**src/rtl/cgra_run_ctrl.sv**
```systemverilog
// Run controller for a CGRA kernel: sequences work items through the BRAM start/done handshake.
// Optional per-item watchdog is enabled by defining RUN_TIMEOUT_EN.
module cgra_run_ctrl #(
  parameter int CNT_WIDTH      = 16,
  parameter int TIMEOUT_CYCLES = 1048576
) (
  input  logic                 Clk,
  input  logic                 Rst,
  input  logic                 Run_Start,
  input  logic [CNT_WIDTH-1:0] Run_Num_Items,
  input  logic                 Run_Abort,
  output logic                 Run_Busy,
  output logic                 Run_Done,
  output logic                 Run_Error,
  output logic [CNT_WIDTH-1:0] Run_Item_Cnt,
  output logic [31:0]          Run_Cycles,
  output logic                 Computation_Start,
  input  logic                 Computation_Done
);

  typedef enum logic [1:0] {IDLE, RUN, DRAIN} state_t;

  state_t               state, state_nxt;
  logic [CNT_WIDTH-1:0] num_items;
  logic [CNT_WIDTH-1:0] item_cnt_inc;
  logic                 start_ok;
  logic                 abort_hit;
  logic                 timeout_hit;
  logic                 item_finish;
  logic                 last_item;
  logic                 cs_nxt;
  logic                 busy_nxt;

  if (TIMEOUT_CYCLES < 2) begin : g_timeout_range_check
    $error("cgra_run_ctrl: TIMEOUT_CYCLES must be at least 2");
  end

  assign item_cnt_inc = Run_Item_Cnt + CNT_WIDTH'(1);
  assign start_ok     = (state == IDLE) && Run_Start;
  assign abort_hit    = (state != IDLE) && Run_Abort;
  assign item_finish  = (state == DRAIN) && !Computation_Done;
  assign last_item    = (item_cnt_inc == num_items);

`ifdef RUN_TIMEOUT_EN
  localparam int WD_W = $clog2(TIMEOUT_CYCLES) + 1;
  localparam logic [WD_W-1:0] WD_LAST = WD_W'(TIMEOUT_CYCLES - 1);

  logic [WD_W-1:0] wdog;

  assign timeout_hit = (state != IDLE) && (wdog == WD_LAST);

  // Per-item watchdog restarts on each entry into RUN and keeps counting through DRAIN.
  always_ff @(posedge Clk) begin
    if (Rst) begin
      wdog <= '0;
    end else if ((state_nxt == RUN) && (state != RUN)) begin
      wdog <= '0;
    end else if (state != IDLE) begin
      wdog <= wdog + WD_W'(1);
    end
  end
`else
  assign timeout_hit = 1'b0;
`endif

  always_ff @(posedge Clk) begin
    if (Rst) begin
      state <= IDLE;
    end else begin
      state <= state_nxt;
    end
  end

  // Abort outranks the watchdog, which outranks the normal handshake transitions.
  always_comb begin
    state_nxt = state;
    unique case (state)
      IDLE: begin
        if (Run_Start && (Run_Num_Items != '0)) begin
          state_nxt = RUN;
        end
      end
      RUN: begin
        if (Run_Abort || timeout_hit) begin
          state_nxt = IDLE;
        end else if (Computation_Done) begin
          state_nxt = DRAIN;
        end
      end
      DRAIN: begin
        if (Run_Abort || timeout_hit) begin
          state_nxt = IDLE;
        end else if (!Computation_Done) begin
          state_nxt = last_item ? IDLE : RUN;
        end
      end
      default: state_nxt = IDLE;
    endcase
  end

  always_comb begin
    cs_nxt   = (state_nxt == RUN);
    busy_nxt = (state_nxt != IDLE);
  end

  // Registered outputs and run bookkeeping; a zero-item start completes immediately.
  always_ff @(posedge Clk) begin
    if (Rst) begin
      Computation_Start <= 1'b0;
      Run_Busy          <= 1'b0;
      Run_Done          <= 1'b0;
      Run_Error         <= 1'b0;
      Run_Item_Cnt      <= '0;
      Run_Cycles        <= '0;
      num_items         <= '0;
    end else begin
      Computation_Start <= cs_nxt;
      Run_Busy          <= busy_nxt;
      if (start_ok) begin
        num_items    <= Run_Num_Items;
        Run_Item_Cnt <= '0;
        Run_Cycles   <= '0;
        Run_Done     <= (Run_Num_Items == '0);
        Run_Error    <= 1'b0;
      end else begin
        if ((state != IDLE) && (Run_Cycles != 32'hFFFF_FFFF)) begin
          Run_Cycles <= Run_Cycles + 32'd1;
        end
        if (abort_hit || timeout_hit) begin
          Run_Done  <= 1'b1;
          Run_Error <= 1'b1;
        end else if (item_finish) begin
          Run_Item_Cnt <= item_cnt_inc;
          if (last_item) begin
            Run_Done <= 1'b1;
          end
        end
      end
    end
  end

endmodule

```
**config.mk**
```make
export PLATFORM = sky130hd
export DESIGN_NAME = cgra_run_ctrl
export DESIGN_NICKNAME = d
export VERILOG_FILES = /design/src/rtl/cgra_run_ctrl.sv
export SDC_FILE = /design/constraint.sdc
export NUM_CORES = 1
export LEC_CHECK = 0
export ABC_AREA = 1
export BUFFER_PORTS_ARGS = -buffer_cell sky130_fd_sc_hd__clkbuf_2
export CAP_MARGIN = 0
export CORE_UTILIZATION = 30
export CTS_BUF_LIST = sky130_fd_sc_hd__clkbuf_2 sky130_fd_sc_hd__clkbuf_4 sky130_fd_sc_hd__clkbuf_8
export DETAILED_ROUTE_END_ITERATION = 16
export PLACE_DENSITY = 0.59
export SYNTH_ARGS = -nofsm -noshare
export SYNTH_HDL_FRONTEND = slang
export SYNTH_SLANG_ARGS = --single-unit
```
**constraint.sdc**
```tcl
create_clock -name Clk -period 5.8 [get_ports Clk]
set_clock_uncertainty 0.15 [all_clocks]
set_input_delay 0.58 -clock Clk [delete_from_list [all_inputs] [get_ports Clk]]
set_output_delay 0.58 -clock Clk [all_outputs]
set_load 0.05 [all_outputs]
```
Word level (Yosys, flattened, before mapping)

Cells that the tools add are included.

Flip-flop bits (word level): 70
Bits in latches: 0
Bits in writable memories: 0
Memory bits (read-only): 0
Input port bits: 21
Output and inout port bits: 52
Memories kept: 0

Add/sub/neg operators: 2
Multipliers: 0
Div/mod/pow operators: 0
Magnitude comparators: 0
Equal/unequal tests: 5
Shifts and indexed selects: 0
Mux-type cells: 11
Bitwise gates (word level): 1
Reductions and logical operators: 16

Operators with widths:

| cell                    | number |
|---|---|
| $add A32 B1 Y32 const B | 1 |
| $ne A32 B32 Y1 const B  | 1 |
| $add A16 B1 Y16 const B | 1 |
| $eq A16 B16 Y1          | 1 |
| $logic_not A16 Y1       | 1 |
| $reduce_bool A16 Y1     | 1 |
| $mux W2                 | 5 |
| $pmux W2 S3             | 1 |
| $reduce_bool A3 Y1      | 2 |
| $logic_and A1 B1 Y1     | 5 |
| $mux W1                 | 5 |
| $eq A2 B1 Y1 const B    | 2 |
| $reduce_and A2 Y1       | 2 |
| $reduce_bool A2 Y1      | 2 |
| $eq A2 B2 Y1 const B    | 1 |
| $logic_not A2 Y1        | 1 |
| $reduce_or A2 Y1        | 1 |
| $logic_not A1 Y1        | 1 |
| $not A1 Y1              | 1 |

Longest topological paths before layout

Gate-level depths: netlist of run 1.

Depth in word-level cells: 7
Depth in mapped cells: 16

Least setup slack after synthesis of run 1

Ideal clock, no wire load.

Path kind: register -> register
From: register Run_Item_Cnt[0]
To: register Run_Busy
Library setup time: 114 ps
Arrival: 2013 ps
Setup slack: 3523 ps
Stages on the path, launching flop included: 17
Path buffers: 0
Clock period less this slack: 2277 ps
Cell sequence: dfxtp_1 > ha_1 > nand2_2 > nor2_4 > nand2_1 > nand2_2 > nand2_2 > nand2_1 > nand2_1 > nor2_1 > nand2_1 > nor2_1 > nand3_1 > nand2_1 > nand2_1 > nand2_2 > nand2_1

Longest elaborated chain between the ends: 7

Ends and longest elaborated chain:

| what                     | RTL line | text |
|---|---|---|
| start: declaration       | 15       | `output logic [CNT_WIDTH-1:0] Run_Item_Cnt,` |
| start signal: assignment | 133      | `Run_Item_Cnt <= item_cnt_inc;` |
| $add A16 B1 Y16          | 38       | `assign item_cnt_inc = Run_Item_Cnt + CNT_WIDTH'(1);` |
| $eq A16 B16 Y1           | 42       | `assign last_item = (item_cnt_inc == num_items);` |
| $mux W1                  | 94       | `state_nxt = last_item ? IDLE : RUN;` |
| $mux W2                  | 93       | `end else if (!Computation_Done) begin` |
| $mux W2                  | 91       | `if (Run_Abort \|\| timeout_hit) begin` |
| $pmux W2 S3              | 77       | `unique case (state)` |
| $reduce_bool A2 Y1       | 103      | `busy_nxt = (state_nxt != IDLE);` |
| end signal: assignment   | 118      | `Run_Busy <= busy_nxt;` |
| end: declaration         | 12       | `output logic Run_Busy,` |

No other way between the ends.
A chain may end at the register's enable or synchronous reset.

Worst setup path after layout of run 1

From: register state[1]
To: register Run_Item_Cnt[10]

Longest elaborated chain between the ends: 4

Ends and longest elaborated chain:

| what                        | RTL line | text |
|---|---|---|
| start: declaration          | 23       | `state_t state, state_nxt;` |
| start signal: assignment    | 70       | `state <= state_nxt;` |
| $reduce_bool A2 Y1          | 40       | `assign abort_hit = (state != IDLE) && Run_Abort;` |
| $logic_and A1 B1 Y1         | 40       |  |
| $not A1 Y1 (no line)        | --       |  |
| $reduce_and A2 Y1 (no line) | --       |  |

Several ways; a longest one is shown, not always the timed one.

==> results of run 1 <==
## cell families after synthesis
kind of cell | Yosys count | share of synthesized area [%]
fa+ha+maj | 2 | 0.6383
compound gates | 106 | 14.59
flops | 70 | 35.75
buf+inv | 104 | 10.21
xor+xnor | 9 | 2.362
simple gates | 307 | 36.45
## layout make-up
class / instances / area, um2
Tap cell: 172 / 215.2
Inverter: 91 / 341.6
Fill cell: 1372 / 8000
Sequential cell: 70 / 1401
Clock inverter: 3 / 40.04
Timing Repair Buffer: 74 / 375.4
Clock buffer: 13 / 178.9
Multi-Input combinational cell: 424 / 2118
## path summary, 6_finish.rpt
check | endpoint | depth (start not counted) | slack, ns | start
max | Run_Item_Cnt[10]$_SDFFE_PP0P_ | 9 | 3.01 | state[1]$_SDFF_PP0_
min | state[1]$_SDFF_PP0_ | 2 | 0.32 | Rst
max reg2reg | Run_Item_Cnt[10]$_SDFFE_PP0P_ | 9 | 3.01 | state[1]$_SDFF_PP0_
min reg2reg | num_items[4]$_SDFFE_PP0P_ | 2 | 0.34 | num_items[4]$_SDFFE_PP0P_
## stage by stage
step | worst slack [ns] | total power, W | hold slack [ns] | std cells
after CTS | 2.973 | 0.001050 | 0.3095 | 847
after global routing | 2.574 | 0.001082 | 0.3208 | 847
final | 3.008 | 0.001042 | 0.3181 | 847
after detailed placement | 2.777 | 0.0006136 | 0.3326 | 831
after floorplan | 3.523 | 0.0005843 | 0.2939 | 598
after global placement | 2.889 | 0.0006127 | 0.3209 | 831
## state kept, by name, summed over array words and instances (netlist names)
signal and count:
Run_Busy 1, state 2, Run_Done 1, Computation_Start 1
Run_Error 1, Run_Item_Cnt 16, Run_Cycles 32, num_items 16
## layer usage
| layer | up-vias | GRT usage [%] | share of wire [%] |
|---|---|---|---|
| met5 | - | 0 | 0 |
| met4 | 0 | 7.949 | 2.7 |
| met3 | 21 | 3.373 | 5.6 |
| met2 | 112 | 26.75 | 47 |
| met1 | 1898 | 21.46 | 45 |
| li1 | 2112 | - | - |
## worst max-delay path: cells and delay by family, from the launching register on
family	cells	cell delay [ns]
AO/OA/AOI/OAI	2	0.35
flip-flops	1	0.38
buffers and inverters	4	1.02
AND/OR/NAND/NOR	3	0.82
## layout by cell type, fill, tap and decap left out
master and count:
inv_1 91, and3_1 1, nor2_4 5, nand4_1 20, clkinv_2 2, clkbuf_8 13, a22oi_1 1, nor2_2 3
a41oi_1 1, o21bai_1 1, nor3_2 3, nand3b_1 1, nand3_1 51, dfxtp_1 70, xnor2_1 2, nand2_2 8
o211ai_1 3, or2_2 1, a21oi_2 1, nand2_1 133, nand2_4 1, xnor3_1 1, o21bai_4 1, nor3b_1 4
o21ai_0 48, nor4_1 8, o211a_1 1, nor3_1 12, xor2_1 6, bufinv_16 1, buf_4 2, and3_2 1
clkbuf_2 72, nor4_2 1, a31oi_1 2, a21oi_1 47, ha_1 2, nor2_1 54
## report_power, final
part | internal, W | total, W | switching, W
combinational | 0.0000311 | 0.0000993 | 0.0000682
clock | 0.000245 | 0.000440 | 0.000196
sequential | 0.000494 | 0.000503 | 0.00000903
total | 0.000769 | 0.00104 | 0.000273
==> metrics.txt, run 1 <==
clk root buf=clkbuf_8; most numerous cell in the Yosys netlist=nand2_1; H-tree Lvls=3; Peak supply drop=approximately 0.000087 V; Sink Count=70; vias in the first global route=3,758; Hold-fix buffers, CTS=0; async set or reset register ratio after synthesis=0%; count of different cell masters after synthesis=36; IO Port Bufs=between 70 and 80; worst-path maximum fanout=31; Synth warnings=0; critical path class=flop to flop; WL final=11.01 mm; TNS Setup=0 ns; top cells by area, synth=dfxtp_1 (36%), nand2_1 (13%), inv_1 (8.7%); Slew @ Worst Pin=~0.81 ns; Cell Area, Synth=around 4000 um2; initial core utilization=30.94%; first-pass GRT wire length=between 15 and 20 mm; post_cts resized=0; Layout area overhead=19.15%; # rows=41; RSZ-0062 raised after global routing=no; die area=around 14,000 um2; share of cells above drive strength 1=about 17%; Main synth FF type=dfxtp_1; Slew HR=a little under half; Max Transition Viols Final=0; Crit path top cell by count=inv_1; Max-cap violations=0; Clock Path Buffers=2; DR vias=a little over 4,000; Post-DRT Antenna Nets=0; outcome=finished, final reports clean; DIE HEIGHT=~120 um; CP Launch Type=flop; average wire per standard cell=~13 um; synthesized net count=a little over 600; leakage=about 2.0 nW; Placed Area=roughly 4500 um2; ANT cells=0; Num CTS Buffers=9; Die W=roughly 120 um; Synth top area share=35.75%; Starting DRT DRC Count=211; crit path capture type=flop; Hold Crit Class=input port to flop; Post-DP HPWL=8.556 mm; Final nets=between 600 and 700; Post-synth top cells=nand2_1 (133), inv_1 (91), dfxtp_1 (70); Post-synth EDFFs=0; post-CTS setup buffer count=0; worst skew pair latency=around 0.36 ns; DRT Pass-1 Iters=4; final number of setup-violating endpoints=0; routability cong.=around 0.9; synthesis-stage register bit count=70; Syn Area/Cell=~6.6 um2; cells along the critical path=nor2_1 > nand2_1 > inv_1 > nor2_2 > buf_4 > inv_1 > a21oi_1 > o21ai_0 > inv_1; vias per cell=~5; post-synthesis cell count=~600; fin crit period=2.792 ns; core area=12,670 um2; Post-route DRC=0; pin count of the biggest net entering global routing=32; Pwr Density=223.1 nW/um2; gr ovfl total=0; initial antenna violation count=0; Total GRT Usage=roughly 17%; Period Utilization, post-route=around half; critical path's slowest cell=nand2_1; CTS tree=built; largest area contributor in the netlist=dfxtp_1; Critical Path RT=just under 6 ns; fmax=roughly 360 MHz; register area share after synthesis=~36%; design area=about 4700 um2; WP data arrival=slightly below 3 ns; post-layout util=between 30% and 40%; Final Hold Violating Endpoints=0; CTS clk-pin slew, worst paths=roughly 0.090 ns; Slowest Stage Delay on Critical Path=around 0.60 ns; I/O pin count=73
(Power assumes the default switching activity.)
==> run 2, diff against run 1 <==
Clock period 5.8 ns to 2.7 ns, I/O delays scaled along.
==> run 2 against run 1 <==
Net effect:
- sequential share of layout area is essentially flat
- register-to-register slack lost 2.6 ns
- via count shrank 0.34%
- cell count grew 0.47%
- clock power grew 90%
- largest cell class unchanged
- largest power group unchanged
==> metrics.txt, run 2 (synthesis gave the netlist of run 1 again) <==
outcome=finished, final reports clean; Starting DRT DRC Count=268 (+27%); Num CTS Buffers=9 (unchanged); ANT cells=0 (unchanged); Post-DP HPWL=8.557 mm (about the same); TNS Setup=0 ns (unchanged); Hold WS=0.03961 ns (-0.2785 ns); # rows=41 (unchanged); worst skew pair latency=0.35 ns (about the same); pin count of the biggest net entering global routing=31 (-3.1%); WL final=11.19 mm (+1.6%); Post-route DRC=0 (unchanged); I/O pin count=73 (unchanged); routability cong.=0.9029 (+1.2%); WP data arrival=2.39 ns (-0.56 ns); worst-path maximum fanout=20 (-35%); design area=4674 um2 (about the same); RSZ-0062 raised after global routing=no; RR Endpoint=Run_Cycles[20]$_SDFFE_PP0P_; vias per cell=4.852 (-0.81%); CTS tree=built; min-delay src=Computation_Done; final number of setup-violating endpoints=0 (unchanged); initial antenna violation count=0 (unchanged); post-CTS setup buffer count=0 (unchanged); Slew @ Worst Pin=0.6010 ns (-0.2070 ns); average wire per standard cell=13.15 um (+1.1%); fmax=433.7 MHz (+21%); Hold Path Stages=3 (+1); multi-input gate area in the final layout=2118 um2 (unchanged); biggest regs=Run_Cycles (32), Run_Item_Cnt (16), num_items (16); CP startpoint=Run_Cycles[0]$_SDFFE_PP0P_; core area=12,670 um2 (unchanged); Clock Path Buffers=2 (unchanged); Total GRT Usage=17.18% (+0.49 points); Final Hold Violating Endpoints=0 (unchanged); Final nets=697 (+0.58%); Sink Count=70 (unchanged); critical path class=flop to flop; leakage=1.992 nW (about the same); Sequential Area=1401 um2 (unchanged); initial core utilization=30.94% (unchanged); Placed Area=4474 um2 (+0.51%); vias in the first global route=3,784 (+0.69%); reg2reg start=Run_Cycles[0]$_SDFFE_PP0P_; DIE HEIGHT=116.3 um (unchanged); commonest non-fill, non-tap cells in the layout=nand2_1 (133), inv_1 (91), clkbuf_2 (72), dfxtp_1 (70), nor2_1 (54); clk root buf=clkbuf_8; crit path capture type=flop; fillcell total=1,363 (-0.66%); DRT Pass-1 Iters=4 (unchanged); first-pass GRT wire length=17.96 mm (+2.8%); Critical Path RT=2.79 ns (-3.17 ns); fin crit period=2.306 ns (-0.4864 ns); IO Port Bufs=72 (unchanged); share of cells above drive strength 1=17.38% (+0.34 points); post_cts resized=0 (unchanged); Post-DRT Antenna Nets=0 (unchanged); Period Utilization, post-route=85.39% (+37 points); most common cell after layout, fill and taps aside=nand2_1; Tot Pwr=0.002142 W (+110%); Max-cap violations=0 (unchanged); Worst R2R Path Depth=11 (+2); Layout area overhead=19.25% (about the same); Peak supply drop=0.0002381 V (+170%); Top reg by flops=Run_Cycles; CP Launch Type=flop; DR vias=4,129 (-0.34%); Pwr Density=458.3 nW/um2 (+110%); gr ovfl total=0 (unchanged); max reg flops=32 (unchanged); Die W=116.3 um (unchanged); R2R setup slack=0.39 ns (-2.61 ns); die area=13,530 um2 (unchanged); Max Transition Viols Final=0 (unchanged); Slew HR=59.89% (+14 points); Hold Crit Class=input port to flop; H-tree Lvls=3 (unchanged); Hold Crit Endpoint=state[1]$_SDFF_PP0_; CTS clk-pin slew, worst paths=0.08 ns (about the same)
run 2: cell type report:
cell class                      count  share of cell area, %
Timing Repair Buffer               78                  8.726
Clock inverter                      3                 0.3747
Clock buffer                       13                  3.694
Multi-Input combinational cell    424                  45.32
Sequential cell                    70                  29.98
Tap cell                          172                  4.604
Inverter                           91                  7.307
run 2: how the worst max path moves through the flow:
stage	slack (ns)	depth (start not counted)	to
finish	0.39	11	Run_Cycles[20]$_SDFFE_PP0P_
global route	0.12	11	Run_Cycles[16]$_SDFFE_PP0P_
CTS	0.41	11	Run_Cycles[20]$_SDFFE_PP0P_
detailed placement	0.42	11	Run_Cycles[20]$_SDFFE_PP0P_
global placement	0.50	13	Run_Cycles[31]$_SDFFE_PP0P_
floorplan	0.42	16	Run_Busy$_SDFF_PP0_
run 2: timing repair:
item                       in CTS  in global routing
setup endpoints to repair       0                  0
hold endpoints to repair        1                  0
hold buffers                    1                  0
run 2: stage by stage:
stage,util [%],cells,setup WS [ns]
floorplan,-,598,0.4230
detailed placement,35.31,834,0.4201
global placement,35.31,834,0.5019
finish,36.89,851,0.3944
global route,36.89,851,0.1209
CTS,36.89,851,0.4130
run 2: report_power, final:
group | internal, W | total, W | switching [W]
clock | 0.000417 | 0.000837 | 0.000420
combinational | 0.0000723 | 0.000227 | 0.000154
sequential | 0.00106 | 0.00108 | 0.0000185
total | 0.00155 | 0.00214 | 0.000593
run 2: critical path, cell delays in order (launching register included):
cell and delay, ns:
dfxtp_1 0.34, ha_1 0.23, nand3_1 0.09, nor2_1 0.05, nand2_1 0.07, nor2_1 0.05
nand2_1 0.06, nand2_1 0.05, inv_1 0.45, nand3_1 0.24, nor3b_1 0.30, a21oi_1 0.10
run 2: layer usage:
metal  part of all wire, %  GRT usage [%]
met3                   5.4          3.736
met1                    48          22.97
met2                    44          26.47
met4                   2.4          7.692
met5                     0              0
==> run 3, diff against run 2 <==
Settings changed: CORE_ASPECT_RATIO set to 1.5, SLEW_MARGIN set to 20.
==> run 3 against run 2 <==
Net effect:
- flip-flop and latch count is the same
- hold slack lost 0.016 ns
- register-to-register slack gained 0.02 ns
- first-iteration DRC count shrank 16%
- die area is essentially flat
- critical path type unchanged
- critical endpoint unchanged
- largest power group unchanged
==> metrics.txt, run 3 (synthesis gave the netlist of run 1 again) <==
outcome=finished, final reports clean; fin crit period=2.283 ns (-0.02235 ns); Critical Path RT=2.80 ns (about the same); Final Hold Violating Endpoints=0 (unchanged); WP data arrival=2.39 ns (about the same); Die W=95.34 um (-18%); WL final=12.12 mm (+8.3%); Starting DRT DRC Count=224 (-16%); initial core utilization=31.02% (+0.083 points); vias per cell=5.053 (+4.1%); Hold Crit Class=input port to flop; biggest regs=Run_Cycles (32), Run_Item_Cnt (16), num_items (16); worst skew pair latency=0.37 ns (+0.02 ns); I/O pin count=73 (unchanged); ANT cells=0 (unchanged); clk root buf=clkbuf_8; DR vias=4,229 (+2.4%); fillcell total=1,364 (+0.073%); initial antenna violation count=0 (unchanged); Sink Count=70 (unchanged); Placed Area=4469 um2 (-0.11%); routability cong.=0.9100 (+0.79%); crit path capture type=flop; DRT Pass-1 Iters=5 (+1); Total GRT Usage=18.41% (+1.2 points); Comb pwr share=10.1% (-0.5 points); average wire per standard cell=14.48 um (+10%); commonest non-fill, non-tap cells in the layout=nand2_1 (133), inv_1 (91), clkbuf_2 (72), dfxtp_1 (70), nor2_1 (54); vias in the first global route=3,988 (+5.4%); max reg flops=32 (unchanged); Slew @ Worst Pin=0.5788 ns (-0.02226 ns); Post-DRT Antenna Nets=0 (unchanged); Slew HR=61.37% (+1.5 points); CP Launch Type=flop; IO Port Bufs=72 (unchanged); Seq pwr share=46.9% (-3.5 points); CTS tree=built; Pwr Density=489.9 nW/um2 (+6.9%); Period Utilization, post-route=84.57% (-0.83 points); Layout area overhead=20.01%; Sw Ratio=27.39% (-0.28 points); final number of setup-violating endpoints=0 (unchanged); most common cell after layout, fill and taps aside=nand2_1; Tot Pwr=0.002305 W (+7.6%); Final nets=699 (+0.29%); Clock Power Share=43.0% (+3.9 points); Num CTS Buffers=9 (unchanged); share of cells above drive strength 1=17.62% (+0.24 points); Top reg by flops=Run_Cycles; Max Transition Viols Final=0 (unchanged); TNS Setup=0 ns (unchanged); CTS clk-pin slew, worst paths=0.09 ns (about the same); Post-DP HPWL=9.226 mm (+7.8%); total placed cells including tap cells=820 (-1.7%); RSZ-0062 raised after global routing=no; post_cts resized=0 (unchanged); critical path class=flop to flop; Peak supply drop=0.0002425 V (+1.9%); H-tree Lvls=3 (unchanged); DIE HEIGHT=142 um (+22%); leakage=2.015 nW (+1.1%); non-filler cells, final=837 (-1.6%); gr ovfl total=0 (unchanged); # rows=50 (+22%); worst-path maximum fanout=15 (-25%); Cell Int Power=0.001673 W (+8.0%); Max-cap violations=0 (unchanged); fmax=438.0 MHz (+0.98%); Clock Path Buffers=2 (unchanged); pin count of the biggest net entering global routing=31 (unchanged); sw power=0.0006312 W (+6.5%); core area=12,640 um2 (-0.27%); first-pass GRT wire length=19.12 mm (+6.5%); design area=4705 um2 (+0.64%); Post-route DRC=0 (unchanged); die area=13,540 um2 (about the same)
==> run 3: path summary, 6_finish.rpt <==
check                                                   end                        from  cells past startpoint  slack (ns)
worst max-delay path            Run_Cycles[20]$_SDFFE_PP0P_  Run_Cycles[0]$_SDFFE_PP0P_                     11        0.42
worst min-delay path              num_items[0]$_SDFFE_PP0P_            Run_Num_Items[0]                      3        0.02
worst max register to register  Run_Cycles[20]$_SDFFE_PP0P_  Run_Cycles[0]$_SDFFE_PP0P_                     11        0.42
worst min register to register   num_items[11]$_SDFFE_PP0P_  num_items[11]$_SDFFE_PP0P_                      2        0.32
==> run 3: final cells by class <==
class	instances	area (um2)	share of cell area (%)
inverter	91	341.6	7.261
timing repair buffer	80	422.9	8.989
multi-input combinational	424	2118	45.03
clock inverter	6	93.84	1.995
sequential	70	1401	29.79
clock buffer	10	131.4	2.793
tap	156	195.2	4.149
==> run 3: routing by layer <==
metal,share of wire [%],wire [um],GRT usage (%)
met1,39,4751,20.01
met3,6.8,826,4.060
met2,52,6328,33.83
met5,0,0,0
met4,1.8,213,6.938
==> run 3: what timing repair did <==
item                                   CTS  global route
endpoints found under the hold margin    1             0
hold buffers                             1             0
buffers inserted                         0             0
==> run 3: through the flow <==
step	setup slack [ns]	hold slack, ns	utilization, %
finish	0.4167	0.02398	37.23
floorplan	0.4230	0.2031	-
global route	0.1320	0.03014	37.23
detailed placement	0.4047	0.3165	35.37
global placement	0.4139	0.3086	35.37
CTS	0.3919	0.01116	37.23
==> run 3: worst max-delay path, cell delays in order (launching register included) <==
cell and delay (ns):
dfxtp_1 0.35, ha_1 0.24, nand3_1 0.09, nor2_1 0.06
nand2_1 0.09, nor2_1 0.05, nand2_1 0.06, nand2_1 0.06
inv_1 0.37, nand3_1 0.25, nor3b_1 0.31, a21oi_1 0.10
==> run 3: power groups by stage <==
stage	combinational (W)	clock (W)	sequential (W)
CTS	0.000232	0.00101	0.00108
floorplan	0.000134	0	0.00112
global route	0.000256	0.00105	0.00108
global placement	0.000227	0	0.00110
finish	0.000232	0.000992	0.00108
detailed placement	0.000229	0	0.00110
